==> src/rtl/z_shiftreg_param_pkg.sv <==
// Shared mode encoding and small helpers for the z_shiftreg_param shift register.
// The mode field is fully decoded: every 2-bit value has a defined action.
package z_shiftreg_param_pkg;

   localparam logic [1:0] SR_HOLD = 2'b00;
   localparam logic [1:0] SR_FWD  = 2'b01;
   localparam logic [1:0] SR_REV  = 2'b10;
   localparam logic [1:0] SR_LOAD = 2'b11;

   typedef enum logic [1:0] {
      MODE_HOLD = SR_HOLD,
      MODE_FWD  = SR_FWD,
      MODE_REV  = SR_REV,
      MODE_LOAD = SR_LOAD
   } sr_mode_e;

   function automatic sr_mode_e decode_mode(input logic [1:0] raw);
      return sr_mode_e'(raw);
   endfunction

endpackage

==> src/rtl/z_shift_stage.sv <==
// One stage of the shift register: WIDTH-bit data plus a valid tag, selected
// from hold / previous stage / next stage / parallel input.
module z_shift_stage
   import z_shiftreg_param_pkg::*;
#(
   parameter int               WIDTH     = 8,
   parameter logic [WIDTH-1:0] RESET_VAL = '0
) (
   input  logic             clk,
   input  logic             reset,
   input  logic             ena,
   input  logic             flush,
   input  sr_mode_e         mode,
   input  logic [WIDTH-1:0] prev_data,
   input  logic             prev_valid,
   input  logic [WIDTH-1:0] next_data,
   input  logic             next_valid,
   input  logic [WIDTH-1:0] par_data,
   output logic [WIDTH-1:0] data,
   output logic             valid
);

   logic [WIDTH-1:0] data_reg, data_next;
   logic             valid_reg, valid_next;

   always_comb begin
      data_next  = data_reg;
      valid_next = valid_reg;
      if (ena) begin
         // Flush only drops the tags; the data bits stay where they are.
         if (flush) begin
            valid_next = 1'b0;
         end else begin
            unique case (mode)
               MODE_HOLD: ;
               MODE_FWD: begin
                  data_next  = prev_data;
                  valid_next = prev_valid;
               end
               MODE_REV: begin
                  data_next  = next_data;
                  valid_next = next_valid;
               end
               MODE_LOAD: begin
                  data_next  = par_data;
                  valid_next = 1'b1;
               end
               default: ;
            endcase
         end
      end
   end

   always_ff @(posedge clk) begin
      if (reset) begin
         data_reg  <= RESET_VAL;
         valid_reg <= 1'b0;
      end else begin
         data_reg  <= data_next;
         valid_reg <= valid_next;
      end
   end

   assign data  = data_reg;
   assign valid = valid_reg;

endmodule

==> src/rtl/z_shiftreg_param.sv <==
// Bidirectional WIDTH x DEPTH shift register / delay line with per-stage valid
// tags, parallel load/read, flush and an incrementally maintained fill count.
module z_shiftreg_param
   import z_shiftreg_param_pkg::*;
#(
   parameter int               WIDTH     = 8,
   parameter int               DEPTH     = 32,
   parameter logic [WIDTH-1:0] RESET_VAL = '0,
   localparam int              CW        = $clog2(DEPTH + 1)
) (
   input  logic                   clk,
   input  logic                   reset,
   input  logic                   ena,
   input  logic [1:0]             mode,
   input  logic                   flush,
   input  logic [WIDTH-1:0]       d,
   input  logic                   d_valid,
   input  logic [WIDTH*DEPTH-1:0] pd,
   output logic [WIDTH-1:0]       q,
   output logic                   q_valid,
   output logic [WIDTH-1:0]       q_rev,
   output logic                   q_rev_valid,
   output logic [WIDTH*DEPTH-1:0] pq,
   output logic [CW-1:0]          count,
   output logic                   full,
   output logic                   empty
);

   sr_mode_e         mode_dec;
   logic [WIDTH-1:0] stage_data  [DEPTH];
   logic [DEPTH-1:0] stage_valid;
   logic [WIDTH-1:0] prev_data   [DEPTH];
   logic [DEPTH-1:0] prev_valid;
   logic [WIDTH-1:0] next_data   [DEPTH];
   logic [DEPTH-1:0] next_valid;

   assign mode_dec = decode_mode(mode);

   generate
      for (genvar gi = 0; gi < DEPTH; gi++) begin : g_stage
         // Serial input enters stage 0 going forward and stage DEPTH-1 going reverse.
         if (gi == 0) begin : g_first
            assign prev_data[gi]  = d;
            assign prev_valid[gi] = d_valid;
         end else begin : g_mid_prev
            assign prev_data[gi]  = stage_data[gi-1];
            assign prev_valid[gi] = stage_valid[gi-1];
         end

         if (gi == DEPTH - 1) begin : g_last
            assign next_data[gi]  = d;
            assign next_valid[gi] = d_valid;
         end else begin : g_mid_next
            assign next_data[gi]  = stage_data[gi+1];
            assign next_valid[gi] = stage_valid[gi+1];
         end

         z_shift_stage #(
            .WIDTH     (WIDTH),
            .RESET_VAL (RESET_VAL)
         ) u_stage (
            .clk        (clk),
            .reset      (reset),
            .ena        (ena),
            .flush      (flush),
            .mode       (mode_dec),
            .prev_data  (prev_data[gi]),
            .prev_valid (prev_valid[gi]),
            .next_data  (next_data[gi]),
            .next_valid (next_valid[gi]),
            .par_data   (pd[gi*WIDTH +: WIDTH]),
            .data       (stage_data[gi]),
            .valid      (stage_valid[gi])
         );

         assign pq[gi*WIDTH +: WIDTH] = stage_data[gi];
      end
   endgenerate

   logic [CW-1:0] count_reg, count_next;

   // Modular arithmetic is safe here: the true result always lies in 0..DEPTH.
   always_comb begin
      count_next = count_reg;
      if (ena) begin
         if (flush) begin
            count_next = '0;
         end else begin
            unique case (mode_dec)
               MODE_HOLD: ;
               MODE_FWD:  count_next = count_reg + CW'(d_valid) - CW'(stage_valid[DEPTH-1]);
               MODE_REV:  count_next = count_reg + CW'(d_valid) - CW'(stage_valid[0]);
               MODE_LOAD: count_next = CW'(DEPTH);
               default: ;
            endcase
         end
      end
   end

   always_ff @(posedge clk) begin
      if (reset) begin
         count_reg <= '0;
      end else begin
         count_reg <= count_next;
      end
   end

   assign q           = stage_data[DEPTH-1];
   assign q_valid     = stage_valid[DEPTH-1];
   assign q_rev       = stage_data[0];
   assign q_rev_valid = stage_valid[0];
   assign count       = count_reg;
   assign full        = (count_reg == CW'(DEPTH));
   assign empty       = (count_reg == '0);

endmodule
==> config.mk <==
export PLATFORM = sky130hd
export DESIGN_NAME = z_shiftreg_param
export DESIGN_NICKNAME = d
export VERILOG_FILES = /design/src/rtl/z_shiftreg_param_pkg.sv /design/src/rtl/z_shift_stage.sv /design/src/rtl/z_shiftreg_param.sv
export SDC_FILE = /design/constraint.sdc
export NUM_CORES = 1
export LEC_CHECK = 0
export CAP_MARGIN = 10
export CORE_AREA = 2 2 215 217
export DETAILED_ROUTE_END_ITERATION = 16
export DIE_AREA = 0 0 217 219
export DONT_BUFFER_PORTS = 1
export PLACE_DENSITY = 0.56
export SYNTH_ARGS = -nofsm -noshare
export SYNTH_HDL_FRONTEND = slang
export SYNTH_SLANG_ARGS = --single-unit
==> constraint.sdc <==
create_clock -name clk -period 4.3 [get_ports clk]
set_input_delay 0.645 -clock clk [delete_from_list [all_inputs] [get_ports clk]]
set_output_delay 0.645 -clock clk [all_outputs]
set_load 0.05 [all_outputs]
==> results.yml <==
cts:
  cts_root_buf: "clkbuf_16"
  cts_setup_buffers: 0
  cts_hold_buf: 0
  cts.sinks: 294
  clk_pin_slew_ns: 0.05
  ctsResizeCount: 0
  cts_tree: "built"
  cts_max_level: 2
  clk-insertion-delay-late_ns: 0.56
  cts_buffers: 37
  clock_path_buffers: 3
timing:
  layout_min_cycle_time_ns: 3.12
  slew_violations: 150
  fin_crit_sh: 0.726
  setup_viol: 0
  fin_skew_ns: 0.0210
  hold_viol_final: 0
  max-slew-margin-rel: -0.167
  setup_tns_ns: 0
  worstMarginPinSlew_ns: 1.75
  rsz0062_at_grt: "no"
  timing.fmax_mhz: 320
critical_path:
  crit_buf_inv: 0
  crit_path_top_delay_cell: "nor3b_2"
  cp.arrival_ns: 2.48
  crit_type: "flip-flop to primary output"
  path_cells: "or4_1, nor3b_2"
  cp-start-kind: "flip-flop"
  crit_required_ns: 3.65
  cp_top_family: "simple AND/OR/NAND/NOR gates"
  critPathMaxFanout: 13
  endpoint_kind: "primary output"
  slowest_delay_ns: 0.71
layout:
  area_growth_syn_to_layout_pct: 6.42
  num_antenna_cells: 0
  drive_gt1_frac: 0.0421
  largest_register_ffs: 256
  stdcell_count: 2478
  nNetsFinal: 2127
logic_synthesis:
  yosysUniqueCellTypes: 37
  yosys.cell_count.top_type: "nor2_1"
  yosysWarningCount: 0
  synth-edff-count: 0
  synth_top_flop_cell: "dfxtp_1"
  async_flop_share: 0
  synth_top_cells_by_area: "dfxtp_1 (37%), mux2i_1 (16%), nor2_1 (13%)"
  yosys-top-cells-count: "nor2_1 (551), a21oi_1 (328), dfxtp_1 (294), a211oi_1 (257), mux2i_1 (257)"
  ys_seq_area_frac: 0.371
  ys_seq_elements: 294
  yosys.area.top_type_share: 0.371
  synth_cells: 2010
  yosysTopAreaCell: "dfxtp_1"
  synthesis.nets: 2286
  avgSynthCellArea_um2: 7.90
  syn-cell-area_um2: 15900
drt:
  ant_nets: 0
  avgRoutedWirePerCell_um: 21.0
  firstDrtPassIters: 5
  vias_per_cell: 5.62
  wl_mm: 51.9
  dr.first_iter.drc_count: 1252
  vias: 13900
  drc_errors: 0
global_route:
  overflow: 0
  gr-usage-all-layers: 0.203
  grt_max_degree: 582
  grt_pass1_vias: 12600
  grt_pass1_wl_mm: 76.5
  antenna_found_initial: 0
power:
  power.density_nw_per_um2: 420
  p_leak_uw: 0.00656
  p_total_uw: 7100
  vdd.ir_drop.worst_uv: 210
floorplan:
  dieHeight_um: 219
  io_pins: 553
  initial_core_util: 0.352
  core_um2: 45100
  die-area_um2: 47500
  dieWidth_um: 217
  rows: 78
placement:
  dpl.cell_count: 2412
  place_congestion: 0.846
  dp_hpwl_mm: 34.4
  port_buffers: 0
flow_run:
  maxCapViolCount: 0
run_status:
  outcome: "complete, but fails checks"
  violations: "slew limit"
worst_hold_path:
  hp-class: "input pin to flip-flop"
## worst register-to-register path, stage by stage (launching register included)
cell	delay, ns
dfxtp_1	0.73
ha_1	0.35
inv_1	0.06
ha_1	0.19
ha_1	0.25
a31oi_1	0.11
a31oi_1	0.24
mux2i_1	0.23
a21oi_1	0.09
## metrics by stage
stage	setup slack [ns]	utilization	cell area, um2	hold slack [ns]
finish	1.18	0.375	16900	0.186
global route	1.06	0.375	16900	0.133
global placement	1.77	0.347	15600	0.455
CTS	1.13	0.375	16900	0.145
floorplan	1.28	-	15900	0.447
detailed placement	1.74	0.347	15600	0.461
## cell usage in the layout (no fill, tap or decap), types with 2 or more instances in the layout
master     Yosys  routed
nor3_1         3       3
o21ai_1        2       2
xnor2_1        2       2
clkbuf_16      0      37
nor2_1       551     551
nand2_1       35      35
o21ai_0       33      33
a31oi_1        3       3
clkinv_2       0       3
ha_1           5       5
buf_4         48      14
clkinv_8       0       2
a211oi_1     257     257
and3_1         2       2
bufinv_16      0       3
xor2_1         5       5
clkbuf_1      72       8
inv_1          3       3
mux2i_1      257     257
dfxtp_1      294     294
clkbuf_8       0      11
a21oi_1      328     328
buf_12         0       2
## layout make-up
class / count / area [um2]
well taps: 600 / 751
multi-input cells: 1499 / 8840
fillers: 4716 / 28200
repair buffers: 16 / 145
clock inverters: 10 / 154
inverters: 3 / 11.3
flip-flops and latches: 294 / 5890
clock buffers: 56 / 1110
## where the power goes
group / internal [uW] / switching (uW)
clock: 1960 / 1270
sequential: 2820 / 470
combinational: 265 / 301
total: 5050 / 2050
## worst paths after layout
check	startpoint	end	slack, ns	cells past startpoint
worst min-delay path	reset	g_stage[18].u_stage.data[0]	0.19	1
worst max register to register	count[0]	count[4]	1.93	8
worst min register to register	g_stage[19].u_stage.valid	g_stage[19].u_stage.valid	0.47	2
worst max-delay path	count[2]	full	1.18	2
## per-layer routing
| metal | GRT usage | vias to the layer above | routed length, um |
|---|---|---|---|
| li1 | - | 6785 | - |
| met1 | 0.257 | 6580 | 22000 |
| met2 | 0.333 | 492 | 24600 |
| met3 | 0.0620 | 74 | 4190 |
| met4 | 0.0580 | 0 | 1200 |
| met5 | 0 | - | 0 |
## cells by family (layout without fill, tap and decap cells)
group	count (synthesis)	count (layout)	synth area share
simple gates	601	601	0.145
buf+inv	217	85	0.0727
flops	294	294	0.371
mux	258	258	0.163
xor+xnor	7	7	0.00386
compound gates	628	628	0.241
fa+ha+maj	5	5	0.00394
Power figures use the tool's default switching activity.
